**src/rtl/ddram_wr_coalescer_if.sv**
```systemverilog
// Bundle of the tile_writer single-word write port and the DDR3 Avalon write burst channel.
// The coalescer sits on the slave modport; the producer/memory environment on the master.
interface ddram_wr_coalescer_if;
    logic [28:0] in_addr;
    logic [63:0] in_data;
    logic [7:0]  in_be;
    logic        in_req;
    logic        in_ack;
    logic        in_busy;
    logic        flush;
    logic        idle;
    logic        DDRAM_BUSY;
    logic [28:0] DDRAM_ADDR;
    logic [7:0]  DDRAM_BURSTCNT;
    logic [63:0] DDRAM_DIN;
    logic [7:0]  DDRAM_BE;
    logic        DDRAM_WE;

    modport master (
        output in_addr, in_data, in_be, in_req, flush, DDRAM_BUSY,
        input  in_ack, in_busy, idle, DDRAM_ADDR, DDRAM_BURSTCNT, DDRAM_DIN, DDRAM_BE, DDRAM_WE
    );

    modport slave (
        input  in_addr, in_data, in_be, in_req, flush, DDRAM_BUSY,
        output in_ack, in_busy, idle, DDRAM_ADDR, DDRAM_BURSTCNT, DDRAM_DIN, DDRAM_BE, DDRAM_WE
    );
endinterface

```
**src/rtl/ddram_wr_coalescer.sv**
```systemverilog
// Collects consecutive qword writes into Avalon bursts of up to MAX_BURST beats.
// state   | meaning
// S_FILL  | accepting writes into the buffer, watching for a flush trigger
// S_BURST | streaming the buffered entries out as one Avalon burst
module ddram_wr_coalescer #(
    parameter int MAX_BURST = 16,
    parameter int TIMEOUT   = 8
) (
    input logic           clk,
    input logic           reset_n,
    ddram_wr_coalescer_if.slave bus
);
    localparam int IW = $clog2(MAX_BURST);
    localparam int CW = IW + 1;

    typedef enum logic {S_FILL, S_BURST} state_t;

    state_t        state_q;
    logic [CW-1:0] cnt_q;
    logic [CW-1:0] beat_q;
    logic [28:0]   base_q;
    logic [7:0]    timer_q;
    logic          flush_pend_q;
    logic          in_ack_q;
    logic          we_q;
    logic [28:0]   addr_q;
    logic [7:0]    bcnt_q;
    logic [63:0]   din_q;
    logic [7:0]    be_q;

    logic [63:0]   data_mem [MAX_BURST];
    logic [7:0]    be_mem   [MAX_BURST];

    logic [28:0]   next_addr;
    logic          full;
    logic          offer;
    logic          addr_ok;
    logic          go_burst;
    logic          accept;

    assign next_addr = base_q + 29'(cnt_q);
    assign full      = (cnt_q == CW'(MAX_BURST));
    // in_ack_q gating stops a held request from being taken twice
    assign offer     = (state_q == S_FILL) && bus.in_req && !in_ack_q;
    assign addr_ok   = (cnt_q == '0) ||
                       ((bus.in_addr == next_addr) && (next_addr[IW-1:0] != '0));
    assign go_burst  = (state_q == S_FILL) && (cnt_q != '0) &&
                       (full || (offer && !addr_ok) || (timer_q == 8'(TIMEOUT)) || flush_pend_q);
    assign accept    = offer && !full && addr_ok && !go_burst;

    always_ff @(posedge clk) begin
        if (accept) begin
            data_mem[cnt_q[IW-1:0]] <= bus.in_data;
            be_mem[cnt_q[IW-1:0]]   <= bus.in_be;
        end
    end

    always_ff @(posedge clk or negedge reset_n) begin
        if (!reset_n) begin
            state_q      <= S_FILL;
            cnt_q        <= '0;
            beat_q       <= '0;
            base_q       <= '0;
            timer_q      <= '0;
            flush_pend_q <= 1'b0;
            in_ack_q     <= 1'b0;
            we_q         <= 1'b0;
            addr_q       <= '0;
            bcnt_q       <= '0;
            din_q        <= '0;
            be_q         <= '0;
        end else begin
            in_ack_q <= accept;
            case (state_q)
                S_FILL: begin
                    if (go_burst) begin
                        state_q      <= S_BURST;
                        we_q         <= 1'b1;
                        addr_q       <= base_q;
                        bcnt_q       <= 8'(cnt_q);
                        din_q        <= data_mem[0];
                        be_q         <= be_mem[0];
                        beat_q       <= CW'(1);
                        timer_q      <= '0;
                        flush_pend_q <= 1'b0;
                    end else begin
                        if (accept) begin
                            if (cnt_q == '0) base_q <= bus.in_addr;
                            cnt_q   <= cnt_q + 1'b1;
                            timer_q <= '0;
                        end else if ((cnt_q != '0) && (timer_q != 8'(TIMEOUT))) begin
                            timer_q <= timer_q + 8'd1;
                        end
                        // a flush with nothing buffered (and nothing arriving) is dropped
                        if (bus.flush && ((cnt_q != '0) || accept)) flush_pend_q <= 1'b1;
                        else if ((cnt_q == '0) && !accept)           flush_pend_q <= 1'b0;
                    end
                end
                S_BURST: begin
                    if (bus.flush) flush_pend_q <= 1'b1;
                    if (!bus.DDRAM_BUSY) begin
                        if (beat_q == cnt_q) begin
                            we_q    <= 1'b0;
                            cnt_q   <= '0;
                            state_q <= S_FILL;
                        end else begin
                            din_q  <= data_mem[beat_q[IW-1:0]];
                            be_q   <= be_mem[beat_q[IW-1:0]];
                            beat_q <= beat_q + 1'b1;
                        end
                    end
                end
                default: state_q <= S_FILL;
            endcase
        end
    end

    assign bus.in_ack         = in_ack_q;
    assign bus.in_busy        = (state_q == S_BURST) || full;
    assign bus.idle           = (state_q == S_FILL) && (cnt_q == '0) && !in_ack_q;
    assign bus.DDRAM_WE       = we_q;
    assign bus.DDRAM_ADDR     = addr_q;
    assign bus.DDRAM_BURSTCNT = bcnt_q;
    assign bus.DDRAM_DIN      = din_q;
    assign bus.DDRAM_BE       = be_q;
endmodule

```
**src/flat_wrapper.sv**
```systemverilog
// flat-port wrapper written by rule: the top's interface ports become plain ports
module ddram_wr_coalescer_flat 
#(
    parameter int MAX_BURST = 16,
    parameter int TIMEOUT   = 8
)
  (clk, reset_n, bus_in_addr, bus_in_data, bus_in_be, bus_in_req, bus_flush, bus_DDRAM_BUSY, bus_in_ack, bus_in_busy, bus_idle, bus_DDRAM_ADDR, bus_DDRAM_BURSTCNT, bus_DDRAM_DIN, bus_DDRAM_BE, bus_DDRAM_WE);
  ddram_wr_coalescer_if bus_i ();
  input logic clk;
  input logic reset_n;
  input wire logic [$bits(bus_i.in_addr)-1:0] bus_in_addr;
  input wire logic [$bits(bus_i.in_data)-1:0] bus_in_data;
  input wire logic [$bits(bus_i.in_be)-1:0] bus_in_be;
  input wire logic [$bits(bus_i.in_req)-1:0] bus_in_req;
  input wire logic [$bits(bus_i.flush)-1:0] bus_flush;
  input wire logic [$bits(bus_i.DDRAM_BUSY)-1:0] bus_DDRAM_BUSY;
  output wire logic [$bits(bus_i.in_ack)-1:0] bus_in_ack;
  output wire logic [$bits(bus_i.in_busy)-1:0] bus_in_busy;
  output wire logic [$bits(bus_i.idle)-1:0] bus_idle;
  output wire logic [$bits(bus_i.DDRAM_ADDR)-1:0] bus_DDRAM_ADDR;
  output wire logic [$bits(bus_i.DDRAM_BURSTCNT)-1:0] bus_DDRAM_BURSTCNT;
  output wire logic [$bits(bus_i.DDRAM_DIN)-1:0] bus_DDRAM_DIN;
  output wire logic [$bits(bus_i.DDRAM_BE)-1:0] bus_DDRAM_BE;
  output wire logic [$bits(bus_i.DDRAM_WE)-1:0] bus_DDRAM_WE;
  assign bus_i.in_addr = bus_in_addr;
  assign bus_i.in_data = bus_in_data;
  assign bus_i.in_be = bus_in_be;
  assign bus_i.in_req = bus_in_req;
  assign bus_i.flush = bus_flush;
  assign bus_i.DDRAM_BUSY = bus_DDRAM_BUSY;
  assign bus_in_ack = bus_i.in_ack;
  assign bus_in_busy = bus_i.in_busy;
  assign bus_idle = bus_i.idle;
  assign bus_DDRAM_ADDR = bus_i.DDRAM_ADDR;
  assign bus_DDRAM_BURSTCNT = bus_i.DDRAM_BURSTCNT;
  assign bus_DDRAM_DIN = bus_i.DDRAM_DIN;
  assign bus_DDRAM_BE = bus_i.DDRAM_BE;
  assign bus_DDRAM_WE = bus_i.DDRAM_WE;
  ddram_wr_coalescer #(.MAX_BURST(MAX_BURST), .TIMEOUT(TIMEOUT)) u_core (.clk(clk), .reset_n(reset_n), .bus(bus_i));
endmodule
```
**config.mk**
```make
export PLATFORM = sky130hd
export DESIGN_NAME = ddram_wr_coalescer_flat
export DESIGN_NICKNAME = d
export VERILOG_FILES = /design/src/rtl/ddram_wr_coalescer_if.sv /design/src/rtl/ddram_wr_coalescer.sv /design/src/flat_wrapper.sv
export SDC_FILE = /design/constraint.sdc
export NUM_CORES = 1
export LEC_CHECK = 0
export CAP_MARGIN = 20
export CORE_MARGIN = 5
export CORE_UTILIZATION = 51
export CTS_BUF_LIST = sky130_fd_sc_hd__clkbuf_8
export CTS_CLUSTER_DIAMETER = 60
export CTS_CLUSTER_SIZE = 16
export DETAILED_ROUTE_END_ITERATION = 12
export PLACE_DENSITY = 0.69
export SKIP_LAST_GASP = 1
export SLEW_MARGIN = 5
export SYNTH_ARGS = -nofsm -noshare
export SYNTH_HDL_FRONTEND = slang
export SYNTH_SLANG_ARGS = --single-unit
```
**constraint.sdc**
```tcl
create_clock -name clk -period 19.85 [get_ports clk]
set_input_delay 2.9775 -clock clk [delete_from_list [all_inputs] [get_ports clk]]
set_output_delay 2.9775 -clock clk [all_outputs]
set_load 0.05 [all_outputs]
```
Yosys cells after proc, flatten, opt, wreduce, memory -nomap -nowiden
Memories as Yosys holds them, arrays and structs flattened.
Cells that the tools add are included.
Widths: inputs -> output; s select.
- bits in registers: 157
- latch bits: 0
- memory bits (writable): 1152
- bits in read-only memories: 0
- input bits: 106
- output and inout bits: 113
- logic and storage cells: 104
- memories kept: 2
- add/subtract/negate cells: 4
- multiply operators: 0
- divide/modulo/power cells: 0
- order comparisons: 0
- eq/ne operators: 13
- shift operators: 0
- multiplexer cells: 35
- bitwise logic cells: 2
- reduce and logical (&&, ||, !) cells: 36
- memories (name ; words ; width ; rd ports ; clocked after memory_dff ; wr ports ; line ; text):
    u_core.data_mem ; 16 ; 64 ; 2 ; 0 ; 1 ; ddram_wr_coalescer.sv:31 ; logic [63:0] data_mem [MAX_BURST];
    u_core.be_mem ; 16 ; 8 ; 2 ; 0 ; 1 ; ddram_wr_coalescer.sv:32 ; logic [7:0] be_mem [MAX_BURST];
- operator list (kind ; count):
    $mux 64 ; 3
    $pmux 64 s2 ; 1
    $mux 8 ; 6
    $mux 5 ; 7
    $add 29x5->29 ; 1
    $eq 29x29->1 ; 1
    $pmux 5 s2 ; 2
    $pmux 8 s2 ; 1
    $logic_and 1x1->1 ; 14
    $mux 1 ; 12
    $add 5x1->5 const B ; 2
    $ne 2x2->1 const B ; 5
    $add 8x1->8 const B ; 1
    $eq 8x4->1 const B ; 1
    $ne 8x4->1 const B ; 1
    $reduce_and 4->1 ; 2
    $logic_or 1x1->1 ; 6
    $pmux 1 s2 ; 3
    $reduce_and 2->1 ; 3
    $reduce_and 3->1 ; 2
    $eq 5x5->1 ; 1
    $eq 5x5->1 const B ; 1
    $logic_not 1->1 ; 5
    $logic_not 5->1 ; 1
    other kinds (6) ; 8

Logic depth before layout (Yosys ltp)
Gate-level depths: netlist of run 1.
- word-level depth: 18
- depth in mapped cells: 15
- gate-level depth less buffers: 13

Worst setup path before layout of run 1
No wires, ideal clock.
- path kind: input to register
- start: in bus_in_addr[3]
- end: mem u_core.be_mem[1][0] (enable)
- library setup time: 591 ps
- arrival: 9621 ps
- required time: 19259 ps
- slack: 9639 ps
- cell stages on the path: 10
- cells stage by stage: nor2b_1 -> o21a_1 -> or3_1 -> a211oi_1 -> nand4_1 -> nor4_2 -> nand4_1 -> a21boi_4 -> nand2_1 -> nor3_1
- longest elaborated chain between the ends: 13
- ends and longest elaborated chain (element ; line ; text):
    from (decl) ; flat_wrapper.sv:11 ; input wire logic [$bits(bus_i.in_addr)-1:0] bus_in_addr;
    $eq 29x29->1 (*) ; ddram_wr_coalescer.sv:46 ; ((bus.in_addr == next_addr) && (next_addr[IW-1:0] != '0));
    $logic_and 1x1->1 (*) ; ddram_wr_coalescer.sv:46 ;
    $logic_or 1x1->1 (*) ; ddram_wr_coalescer.sv:45 ; assign addr_ok = (cnt_q == '0) ||
    $logic_not 1->1 ; ddram_wr_coalescer.sv:48 ; (full || (offer && !addr_ok) || (timer_q == 8'(TIMEOUT)) || flush_pend_q);
    $logic_and 1x1->1 ; ddram_wr_coalescer.sv:48 ;
    $logic_or 1x1->1 (3 in a row) ; ddram_wr_coalescer.sv:48 ;
    $logic_and 1x1->1 ; ddram_wr_coalescer.sv:47 ; assign go_burst = (state_q == S_FILL) && (cnt_q != '0) &&
    $logic_not 1->1 ; ddram_wr_coalescer.sv:49 ; assign accept = offer && !full && addr_ok && !go_burst;
    $logic_and 1x1->1 (*) ; ddram_wr_coalescer.sv:49 ;
    named net u_core.accept ; ddram_wr_coalescer.sv:39 ; logic accept;
    $mux 1 (*) ; ddram_wr_coalescer.sv:52 ; if (accept) begin
    $mux 1 (not written as such) (*) ; ddram_wr_coalescer.sv:54 ; be_mem[cnt_q[IW-1:0]] <= bus.in_be;
    to (decl) ; ddram_wr_coalescer.sv:32 ;
The timed path passes the listed nets; every way through them passes the cells marked *.

Worst setup path after layout of run 1
- start: in bus_in_addr[24]
- end: mem u_core.data_mem[15][34] (enable)
- longest elaborated chain between the ends: 13
- ends and longest elaborated chain (element ; line ; text):
    $eq 29x29->1 (*) ; ddram_wr_coalescer.sv:46 ;
    $logic_and 1x1->1 (*) ; ddram_wr_coalescer.sv:46 ;
    $logic_or 1x1->1 (*) ; ddram_wr_coalescer.sv:45 ;
    $logic_not 1->1 ; ddram_wr_coalescer.sv:48 ;
    $logic_and 1x1->1 ; ddram_wr_coalescer.sv:48 ;
    $logic_or 1x1->1 (3 in a row) ; ddram_wr_coalescer.sv:48 ;
    $logic_and 1x1->1 ; ddram_wr_coalescer.sv:47 ;
    $logic_not 1->1 ; ddram_wr_coalescer.sv:49 ;
    $logic_and 1x1->1 (*) ; ddram_wr_coalescer.sv:49 ;
    $mux 1 (*) ; ddram_wr_coalescer.sv:52 ;
    $mux 1 (not written as such) (*) ; ddram_wr_coalescer.sv:53 ; data_mem[cnt_q[IW-1:0]] <= bus.in_data;
    to (decl) ; ddram_wr_coalescer.sv:31 ;
Mark *: on every way between the ends. The rest lies on a longest branch, timed or not.

==> run metrics, run 1 <==
setup repair after global routing missed its margin=false; Synth cell types=68; worst skew pair latency=0.79 ns; Top FF cell, synth=edfxtp_1; Clock Power Share=0.198; cts repair resizes=0; most frequent cell after synthesis=edfxtp_1; Final Max Slew Viols=0; 1st-iter DRT viols=2258; initial antenna violation count=10; commonest cells in the synthesized netlist=edfxtp_1 (1152), mux4_2 (360), dfrtp_1 (157); DR vias=24350; core area=~0.1 mm²; GRT Util Overall=0.2072; reg2reg setup slack=~14 ns; combinational share of power=0.365; leak pwr=0.01884 µW; R2R cell count=14; Final ANT Viol Nets=0; Initial Util=0.5119; Yosys top cell area share=0.6662; H-tree lvl count=3; CTS tree=built; Setup CP Type=in -> reg; cell taking the most area after synthesis=edfxtp_1; Post-synth EDFFs=~1200; Tmin final=7.287 ns; Seq/Total Area, Yosys=0.7418; top post-synthesis cells by area=edfxtp_1 (67%), mux4_2 (16%), dfrtp_1 (7.6%); crit-path cells=clkdlybuf4s50_1 > xor2_1 > nor4_1 > nor2_1 > a211oi_1 > and3_1 > and3_1 > nand4_1 > o21ai_0 > nand4_1 > nor2_4 > buf_4; Worst-Margin Slew=1.099 ns; share of layout cells above drive strength 1=0.2771; # Max-Cap Violations=0; Ys Warns=0; Pre-antenna DRT Iters=7; row cnt=~120; total CTS buffers=105; WP buf/inv=2; die area=0.1083 mm²; hold_sp=u_core.bus.DDRAM_ADDR[1]; CP Launch Type=primary input; Hold EP=u_core.bus.DDRAM_ADDR[1]; Int Power=5205 µW; Seq pwr share=0.436; delay-heaviest family, CP=simple AND/OR/NAND/NOR gates; Worst VDD drop=149.2 µV; CTS root buffer=clkbuf_8; synthesis-stage register bit count=1309; grt ovf=0; Critical-path top delay cell=buf_4; Layout fillers=7377; vias in the first global route=25670; pin count of the biggest net entering global routing=158; Hold Path Stages=2; Ports=219; Final Skew=0.04373 ns; final setup fails=0; Final Hold Fails=0; final WL=between 100 and 150 mm; # Post-CTS Setup Buffers=0; CP max stage delay=0.87 ns; Worst Setup End Kind=register; FFs w/ async S/R, synth=0.1199; placed insts=slightly below 4000; CP required=20.23 ns; Hold/Removal Path Class=reg -> reg; area of all sequential standard cells=0.03854 mm²; area grow syn2layout=11.50%; first-pass GRT wire length=167.0 mm; Syn Area/Cell=21.65 µm²; PwrDens=133.8 mW/mm²; Reg-to-Reg End=u_core.be_mem[9][7]; Clock Sinks=1309; Residual DRC=0; CTS clk-pin slew, worst paths=0.08 ns; Rel. slew slack=0.2671; final setup TNS=0 ns; CTS Hold Bufs=0; Final #Nets=2748; synthesized area=0.05193 mm²; I/O Buffers=215; fin crit share=0.3671; r2r startpoint=u_core.cnt_q[0]; gpl congestion=around 0.83; Routed WL per cell=27.42 µm; Synth Instances=~2400; chip width=329.1 µm; clock buffer depth=3; outcome=completed; switch share=0.3280; CP Data Arrival Time=approximately 7.7 ns; DP Wirelength=62.67 mm; P_sw=2541 µW; Finished Layout Cells=4093; Vias per Instance=approximately 5.9; critical-path maximum fanout=51; Die H=329.1 µm; multi-input logic area=0.01291 mm²; Max Freq=137.2 MHz
[tightest hold or removal path, delay by kind of cell, from the launching register on]
| kind | cells | cell delay [ns] |
|---|---|---|
| and+or+nand+nor | 1 | 0.05 |
| AOI/OAI and AO/OA | 1 | 0.06 |
| DFF | 1 | 0.35 |
[layout by cell type (no fill, tap or decap), types with 6 or more instances in the layout]
cell	count
edfxtp_1	1152
mux4_2	360
clkdlybuf4s50_1	214
dfrtp_1	152
nand2_1	124
clkbuf_8	115
mux2_2	114
mux2_4	60
inv_1	55
xnor2_1	34
buf_4	32
nor2_1	28
o21ai_0	20
xor2_1	20
nand4_1	18
nand3_1	14
nor2_4	12
ha_1	12
nor3_1	11
a21oi_1	10
clkinv_2	9
inv_6	9
and3_1	8
clkinvlp_4	7
o211ai_1	6
inv_8	6
bufinv_16	6
[state kept, by name (all words and copies together), names as in the netlist]
signal / flops
u_core.bus.DDRAM_BE: 8
u_core.beat_q: 5
u_core.data_mem: 1024
u_core.bus.DDRAM_WE: 1
u_core.be_mem: 128
u_core.bus.DDRAM_BURSTCNT: 5
u_core.bus.DDRAM_ADDR: 29
u_core.bus.DDRAM_DIN: 64
u_core.bus.in_ack: 1
u_core.base_q: 29
u_core.timer_q: 8
u_core.state_q: 1
u_core.flush_pend_q: 1
u_core.cnt_q: 5
[per-layer routing]
metal / track usage / part of all wire / up-vias
met4: 0.04333 / 0.015 / 4
met2: 0.3489 / 0.51 / 790
met1: 0.2942 / 0.42 / 13100
met5: 0 / 0.00024 / -
li1: - / - / 10340
met3: 0.03220 / 0.059 / 117
[power groups by stage]
stage | logic, µW | clock network [µW] | registers, µW
floorplan | 1790 | 0 | 3700
detailed placement | 2860 | 0 | 3450
finish | 2830 | 1540 | 3380
global route | 2990 | 1700 | 3410
CTS | 2880 | 1580 | 3390
global placement | 2840 | 0 | 3440
[through the flow]
step,setup slack (ns),hold slack (ns),area [µm²],power (µW),utilization
5_1_grt,12.37,0.5140,57890,8102,0.5707
6_report,12.56,0.4920,57900,7746,0.5707
3_5_place_dp,11.79,0.4824,55680,6309,0.5489
2_1_floorplan,9.639,0.4704,51930,5484,-
3_3_place_gp,11.86,0.4778,55680,6281,0.5489
4_1_cts,12.63,0.5006,57890,7846,0.5706
[area by class of cell]
cell class | instances | area share
diodes | 4 | 0.0001729
clock buffers | 114 | 0.02710
clock inverters | 85 | 0.01104
inverters | 17 | 0.001145
multi-input cells | 946 | 0.2229
flip-flops and latches | 1309 | 0.6657
well taps | 1368 | 0.02956
repair buffers | 250 | 0.04242
[cells by family after synthesis]
| family | after synthesis | share of synthesized area |
|---|---|---|
| and+or+nand+nor | 255 | 0.02308 |
| muxes | 541 | 0.1996 |
| buffers and inverters | 145 | 0.01202 |
| other | 1 | 0.00007222 |
| adders and majority gates | 13 | 0.003277 |
| xor gates and xnor gates | 54 | 0.009108 |
| DFF | 1309 | 0.7418 |
| AOI/OAI and AO/OA | 80 | 0.01099 |
[worst max path at each step]
stage | startpoint | cells after the start | to | slack (ns)
after floorplan | bus_in_addr[3] | 10 | u_core.be_mem[1][0] | 9.64
after global placement | bus_in_addr[24] | 12 | u_core.data_mem[15][32] | 11.86
after detailed placement | bus_in_addr[24] | 12 | u_core.data_mem[15][34] | 11.79
after CTS | bus_in_addr[24] | 12 | u_core.data_mem[15][49] | 12.63
after global routing | bus_in_addr[26] | 12 | u_core.be_mem[9][0] | 12.37
final | bus_in_addr[24] | 12 | u_core.data_mem[15][34] | 12.56
(Power assumes the default switching activity.)
==> inputs of run 2 (changes only) <==
--- a/config.mk
+++ b/config.mk
@@ -12,7 +12,7 @@
 export CTS_CLUSTER_DIAMETER = 60
 export CTS_CLUSTER_SIZE = 16
 export DETAILED_ROUTE_END_ITERATION = 12
-export PLACE_DENSITY = 0.69
+export PLACE_DENSITY = 0.72
 export SKIP_LAST_GASP = 1
 export SLEW_MARGIN = 5
 export SYNTH_ARGS = -nofsm -noshare
==> constraint.sdc (replaced) <==
create_clock -name clk -period 5.9 [get_ports clk]
set_input_delay 0.885 -clock clk [delete_from_list [all_inputs] [get_ports clk]]
set_output_delay 0.885 -clock clk [all_outputs]
set_load 0.05 [all_outputs]
==> run 2 against run 1 <==
Sequential power increased to 3.4 times the previous value. Critical path depth unchanged. Worst setup slack got worse by 12 ns. Routed wire length decreased by 2.7%. Core utilization increased by 0.38 points. Clock-buffer cell count decreased by 9. Die area unchanged. Combinational power increased to 3.3 times the previous value. Power increased to 3.3 times the previous value. Clock power increased to 3.1 times the previous value. Sequential share of layout area decreased by 0.44 points. Flip-flop and latch count unchanged. Critical path type is now reg -> reg. Largest cell class unchanged.
==> run metrics, run 2 (synthesis gave the netlist of run 1 again) <==
Hold/Removal Path Class=in -> async; Rel. slew slack=0.3509 (+0.08376); chip width=329.1 µm (unchanged); worst skew pair latency=0.77 ns (-0.02 ns); Clock Sinks=1309 (unchanged); H-tree lvl count=3 (unchanged); Final Skew=0.04309 ns (-0.0006382 ns); Worst-Margin Slew=0.9737 ns (-0.1256 ns); critical path's most frequent cell=nand4_1; die area=0.1083 mm² (unchanged); Setup CP Type=reg -> reg; DP Area=0.05632 mm² (+1.1%); Clock Power Share=0.187 (-0.011); initial antenna violation count=13 (+3); CP Data Arrival Time=5.66 ns (-2.01 ns); # Max-Cap Violations=0 (unchanged); delay-heaviest family, CP=compound AO/OA/AOI/OAI gates; # Post-CTS Setup Buffers=0 (unchanged); total CTS buffers=101 (-3.8%); core area=0.1014 mm² (unchanged); first-pass GRT wire length=166.6 mm (-0.25%); Setup WS pre-CTS=0.7676 ns (-11.02 ns); grt ovf=0 (unchanged); commonest non-fill, non-tap cell in the layout=edfxtp_1; Vias per Instance=5.955 (+0.12%); P_sw=8319 µW (+230%); clock buffer depth=3 (unchanged); most frequent cells in the layout=edfxtp_1 (1152), mux4_2 (360), clkdlybuf4s50_1 (214), dfrtp_1 (152), nand2_1 (124); CTS tree=built; 1st-iter DRT viols=2229 (-1.3%); Int Power=17300 µW (+230%); Final ANT Viol Nets=0 (unchanged); leak pwr=0.01895 µW (+0.58%); WP buf/inv=1 (-1); Final Cell Area=0.05829 mm² (+0.67%); Worst VDD drop=382.6 µV (+160%); vias in the first global route=26070 (+1.6%); CTS clk-pin slew, worst paths=0.09 ns (about the same); Final Max Slew Viols=0 (unchanged); DP Wirelength=63.77 mm (+1.7%); Die H=329.1 µm (unchanged); worst setup margin=0.6964 ns (-11.87 ns); Residual DRC=0 (unchanged); area grow syn2layout=12.25%; Critical-path top delay cell=nor2_4; setup repair after global routing missed its margin=false; Tmin final=roughly 5.2 ns; DR vias=24430 (+0.34%); Max Freq=192.2 MHz; Worst Setup End Kind=register; share of layout cells above drive strength 1=0.2778 (+0.0006534); Seq pwr share=0.448 (+0.012); CP required=6.36 ns (-13.87 ns); Largest register FFs=1024 (unchanged); pin count of the biggest net entering global routing=109 (-31%); outcome=completed; GRT Util Overall=0.2032 (-0.004001); CP max stage delay=0.75 ns (-0.12 ns); row cnt=117 (unchanged); switch share=0.3247 (-0.003275); Pre-antenna DRT Iters=7 (unchanged); final WL=109.2 mm (-2.7%); CP Launch Type=register; fin crit share=0.8820; gpl congestion=0.8426 (+2.0%); Ports=219 (unchanged); critical-path maximum fanout=21 (-59%); I/O Buffers=215 (unchanged); CTS Hold Bufs=0 (unchanged); combinational share of power=0.365 (about the same); PwrDens=439.5 mW/mm² (+230%); Routed WL per cell=26.61 µm (-2.9%); Final Hold Fails=0 (unchanged); crit-path cells=ha_1 > a21o_1 > a221oi_1 > o31ai_1 > a21boi_0 > o21ai_1 > a2bb2oi_1 > nand4_1 > o21ai_0 > nand4_1 > nor2_4 > buf_12; CTS root buffer=clkbuf_8; Final #Nets=2768 (+0.73%); cts repair resizes=0 (unchanged); Initial Util=0.5119 (unchanged); final setup fails=0 (unchanged)
run 2: changes by cell type in the layout (fill, tap and decap cells not counted), sizes merged:
cell,delta
clkinvlp,+1
bufinv,-2
buf,+24
clkbuf,-9
diode,+1
clkinv,-3
inv,-3
run 2: power groups by stage:
| stage | combinational [µW] | sequential [µW] | clock (µW) |
|---|---|---|---|
| detailed placement | 9470 | 11700 | 0 |
| floorplan | 6020 | 12400 | 0 |
| global placement | 9330 | 11700 | 0 |
| CTS | 9520 | 11500 | 4930 |
| global route | 9930 | 11600 | 5330 |
| finish | 9360 | 11500 | 4790 |
run 2: path summary, 6_finish.rpt:
path | startpoint | cells after the start | endpoint | slack, ns
setup / recovery | u_core.cnt_q[3] | 12 | u_core.data_mem[11][36] | 0.70
hold / removal | reset_n | 1 | u_core.base_q[14] | 0.26
setup reg to reg | u_core.cnt_q[3] | 12 | u_core.data_mem[11][36] | 0.70
hold reg to reg | u_core.bus.DDRAM_BURSTCNT[3] | 2 | u_core.bus.DDRAM_BURSTCNT[3] | 0.50
max in group asynchronous | reset_n | 2 | u_core.bus.DDRAM_ADDR[7] | 4.34
min in group clk | u_core.bus.DDRAM_BURSTCNT[3] | 2 | u_core.bus.DDRAM_BURSTCNT[3] | 0.50
run 2: cell type report:
cell class	count	area (µm²)
Multi-Input combinational cell	946	12920
Fill cell	7241	43160
Clock buffer	105	1445
Antenna cell	5	12.51
Tap cell	1368	1712
Timing Repair Buffer	274	3074
Clock inverter	78	513.0
Sequential cell	1309	38540
Inverter	17	66.31
run 2: through the flow:
stage	util	cells	power, µW	hold slack, ns	setup TNS (ns)
after floorplan	-	2400	18450	0.4704	-556.84
after CTS	0.5744	4097	25940	0.2286	0
after global placement	0.5551	3913	20990	0.4796	0
after global routing	0.5745	4099	26840	0.3004	0
final	0.5746	4102	25620	0.2559	0
after detailed placement	0.5551	3914	21170	0.4853	0
run 2: layer usage:
metal,part of all wire,GRT usage,up-vias
li1,-,-,10370
met1,0.41,0.2823,13130
met2,0.51,0.3474,785
met3,0.058,0.03117,140
met4,0.018,0.04565,8
met5,0.00048,0,-
==> inputs of run 3 (changes only) <==
--- a/config.mk
+++ b/config.mk
@@ -12,6 +12,7 @@
 export CTS_CLUSTER_DIAMETER = 60
 export CTS_CLUSTER_SIZE = 16
 export DETAILED_ROUTE_END_ITERATION = 12
+export GPL_TIMING_DRIVEN = 0
 export PLACE_DENSITY = 0.72
 export SKIP_LAST_GASP = 1
 export SLEW_MARGIN = 5
==> run 3 against run 2 <==
Non-clock buffer count is 171 higher. Via count is 5.8% higher. Die area did not move. Clock-buffer cell count is 4 lower. Highest routed layer unchanged. Clock skew grew 0.0076 ns. Clock power down 4%. Flip-flop and latch count unchanged.
==> run metrics, run 3 (synthesis gave the netlist of run 1 again) <==
Rel. slew slack=0.2422 (-0.1087); I/O Buffers=215 (unchanged); Setup CP Type=reg -> reg; row cnt=117 (unchanged); 1st-iter DRT viols=2934 (+32%); grt ovf=0 (unchanged); cts repair resizes=0 (unchanged); Final Skew=0.05066 ns (+0.007565 ns); Routed WL per cell=29.00 µm (+9.0%); first-pass GRT wire length=181.6 mm (+9.0%); CTS tree=built; DR vias=25840 (+5.8%); Critical Path Start=u_core.cnt_q[0]; GRT Util Overall=0.2295 (+0.02629); Setup WS pre-CTS=0.5376 ns (-0.2300 ns); final WL=124.0 mm (+14%); leak pwr=0.01960 µW (+3.4%); total CTS buffers=97 (-4.0%); initial antenna violation count=14 (+1); Layout fillers=7065 (-2.4%); Die H=329.1 µm (unchanged); Clock Sinks=1309 (unchanged); die area=0.1083 mm² (unchanged); PwrDens=440.2 mW/mm² (+0.16%); vias in the first global route=26700 (+2.4%); commonest non-fill, non-tap cell in the layout=edfxtp_1; R2R cell count=16 (+4); final setup TNS=0 ns (unchanged); # Post-CTS Setup Buffers=0 (unchanged); fin crit share=0.9268 (+0.04485); Residual DRC=0 (unchanged); Tmin final=5.468 ns (+0.2646 ns); Final Max Slew Viols=0 (unchanged); Initial Util=0.5119 (unchanged); area grow syn2layout=15.00%; share of layout cells above drive strength 1=0.2778 (about the same); Final Hold Fails=0 (unchanged); CP Launch Type=register; CTS root buffer=clkbuf_8; CP required=6.37 ns (about the same); gpl congestion=0.8334 (-1.1%); DP Wirelength=83.09 mm (+30%); CTS Hold Bufs=0 (unchanged); clock buffer depth=3 (unchanged); pin count of the biggest net entering global routing=96 (-12%); # Max-Cap Violations=0 (unchanged); critical-path maximum fanout=17 (-19%); Final ANT Viol Nets=0 (unchanged); H-tree lvl count=3 (unchanged); Final #Nets=2935 (+6.0%); most frequent cells in the layout=edfxtp_1 (1152), mux4_2 (360), clkdlybuf4s50_1 (214), dfrtp_1 (157), nand2_1 (124); CP Data Arrival Time=5.93 ns (+0.27 ns); hold_ws=0.1782 ns (-0.07761 ns); r2r startpoint=u_core.cnt_q[0]; Ports=219 (unchanged); Worst VDD drop=248.7 µV (-35%); outcome=completed; Worst-Margin Slew=1.137 ns (+0.1630 ns); overall power=26290 µW (+2.6%); Largest register FFs=1024 (unchanged); worst skew pair latency=0.79 ns (+0.02 ns); setup repair after global routing missed its margin=false; Worst Setup End Kind=register; core area=0.1014 mm² (unchanged); chip width=329.1 µm (unchanged); Finished Layout Cells=4276 (+4.2%); Max Freq=182.9 MHz (-4.8%); placed insts=4059 (+3.7%); worst setup margin=0.4318 ns (-0.2646 ns); final setup fails=0 (unchanged); Pre-antenna DRT Iters=5 (-2); CTS clk-pin slew, worst paths=0.10 ns (about the same); Vias per Instance=6.043 (+1.5%); Hold/Removal Path Class=in -> async
==> run 3: changes by cell type in the layout (fill, tap and decap cells not counted), sizes merged <==
cell | previous run | this run
clkinvlp | 8 | 4
diode | 5 | 10
buf | 59 | 155
inv | 69 | 82
clkinv | 14 | 9
clkbuf | 106 | 177
bufinv | 4 | 2
==> run 3: area by class of cell <==
| class | count | area (µm²) | area share |
|---|---|---|---|
| flip-flops and latches | 1309 | 38520 | 0.6451 |
| multi-input cells | 946 | 12910 | 0.2162 |
| clock inverters | 80 | 456.7 | 0.007647 |
| inverters | 17 | 63.81 | 0.001069 |
| repair buffers | 317 | 4073 | 0.06820 |
| diodes | 10 | 25.02 | 0.0004190 |
| clock buffers | 101 | 1390 | 0.02328 |
| plain buffers | 128 | 564.3 | 0.009449 |
| well taps | 1368 | 1712 | 0.02866 |
==> run 3: metrics by stage <==
step / util / cell area (µm²)
5_1_grt: 0.5885 / 59700
3_5_place_dp: 0.5669 / 57510
6_report: 0.5887 / 59720
2_1_floorplan: - / 51950
3_3_place_gp: 0.5502 / 55810
4_1_cts: 0.5851 / 59360
==> run 3: final timing paths <==
kind / end / slack [ns]
worst min register to register: u_core.bus.DDRAM_BURSTCNT[2] / 0.50
worst min-delay path: u_core.base_q[17] / 0.18
worst max-delay path: u_core.data_mem[9][51] / 0.43
min in group clk: u_core.bus.DDRAM_BURSTCNT[2] / 0.50
worst max register to register: u_core.data_mem[9][51] / 0.43
max in group asynchronous: u_core.bus.DDRAM_DIN[45] / 4.80
==> run 3: metal layers <==
metal	share of wire	GRT usage	vias to the layer above
met5	0.00033	0	-
met2	0.50	0.3839	1140
met4	0.021	0.05103	6
met3	0.079	0.04201	151
li1	-	-	10710
met1	0.40	0.3223	13840
==> run 3: critical path, stage by stage (launching register included) <==
cell and delay, ns:
dfrtp_1 0.53, ha_1 0.24, inv_1 0.06, fa_1 0.39, nand2b_1 0.18, a21oi_1 0.52
o21bai_1 0.27, o211ai_1 0.22, a211oi_1 0.14, nor4_2 0.36, nand4_1 0.30, a21boi_4 0.35
nand2_1 0.30, nor2_4 0.63, buf_16 0.25, buf_16 0.18, buf_12 0.19
==> run 3: report_power, final <==
part / internal (µW) / switching [µW]
sequential: 10700 / 432
combinational: 5040 / 5510
clock: 1730 / 2880
total: 17500 / 8830
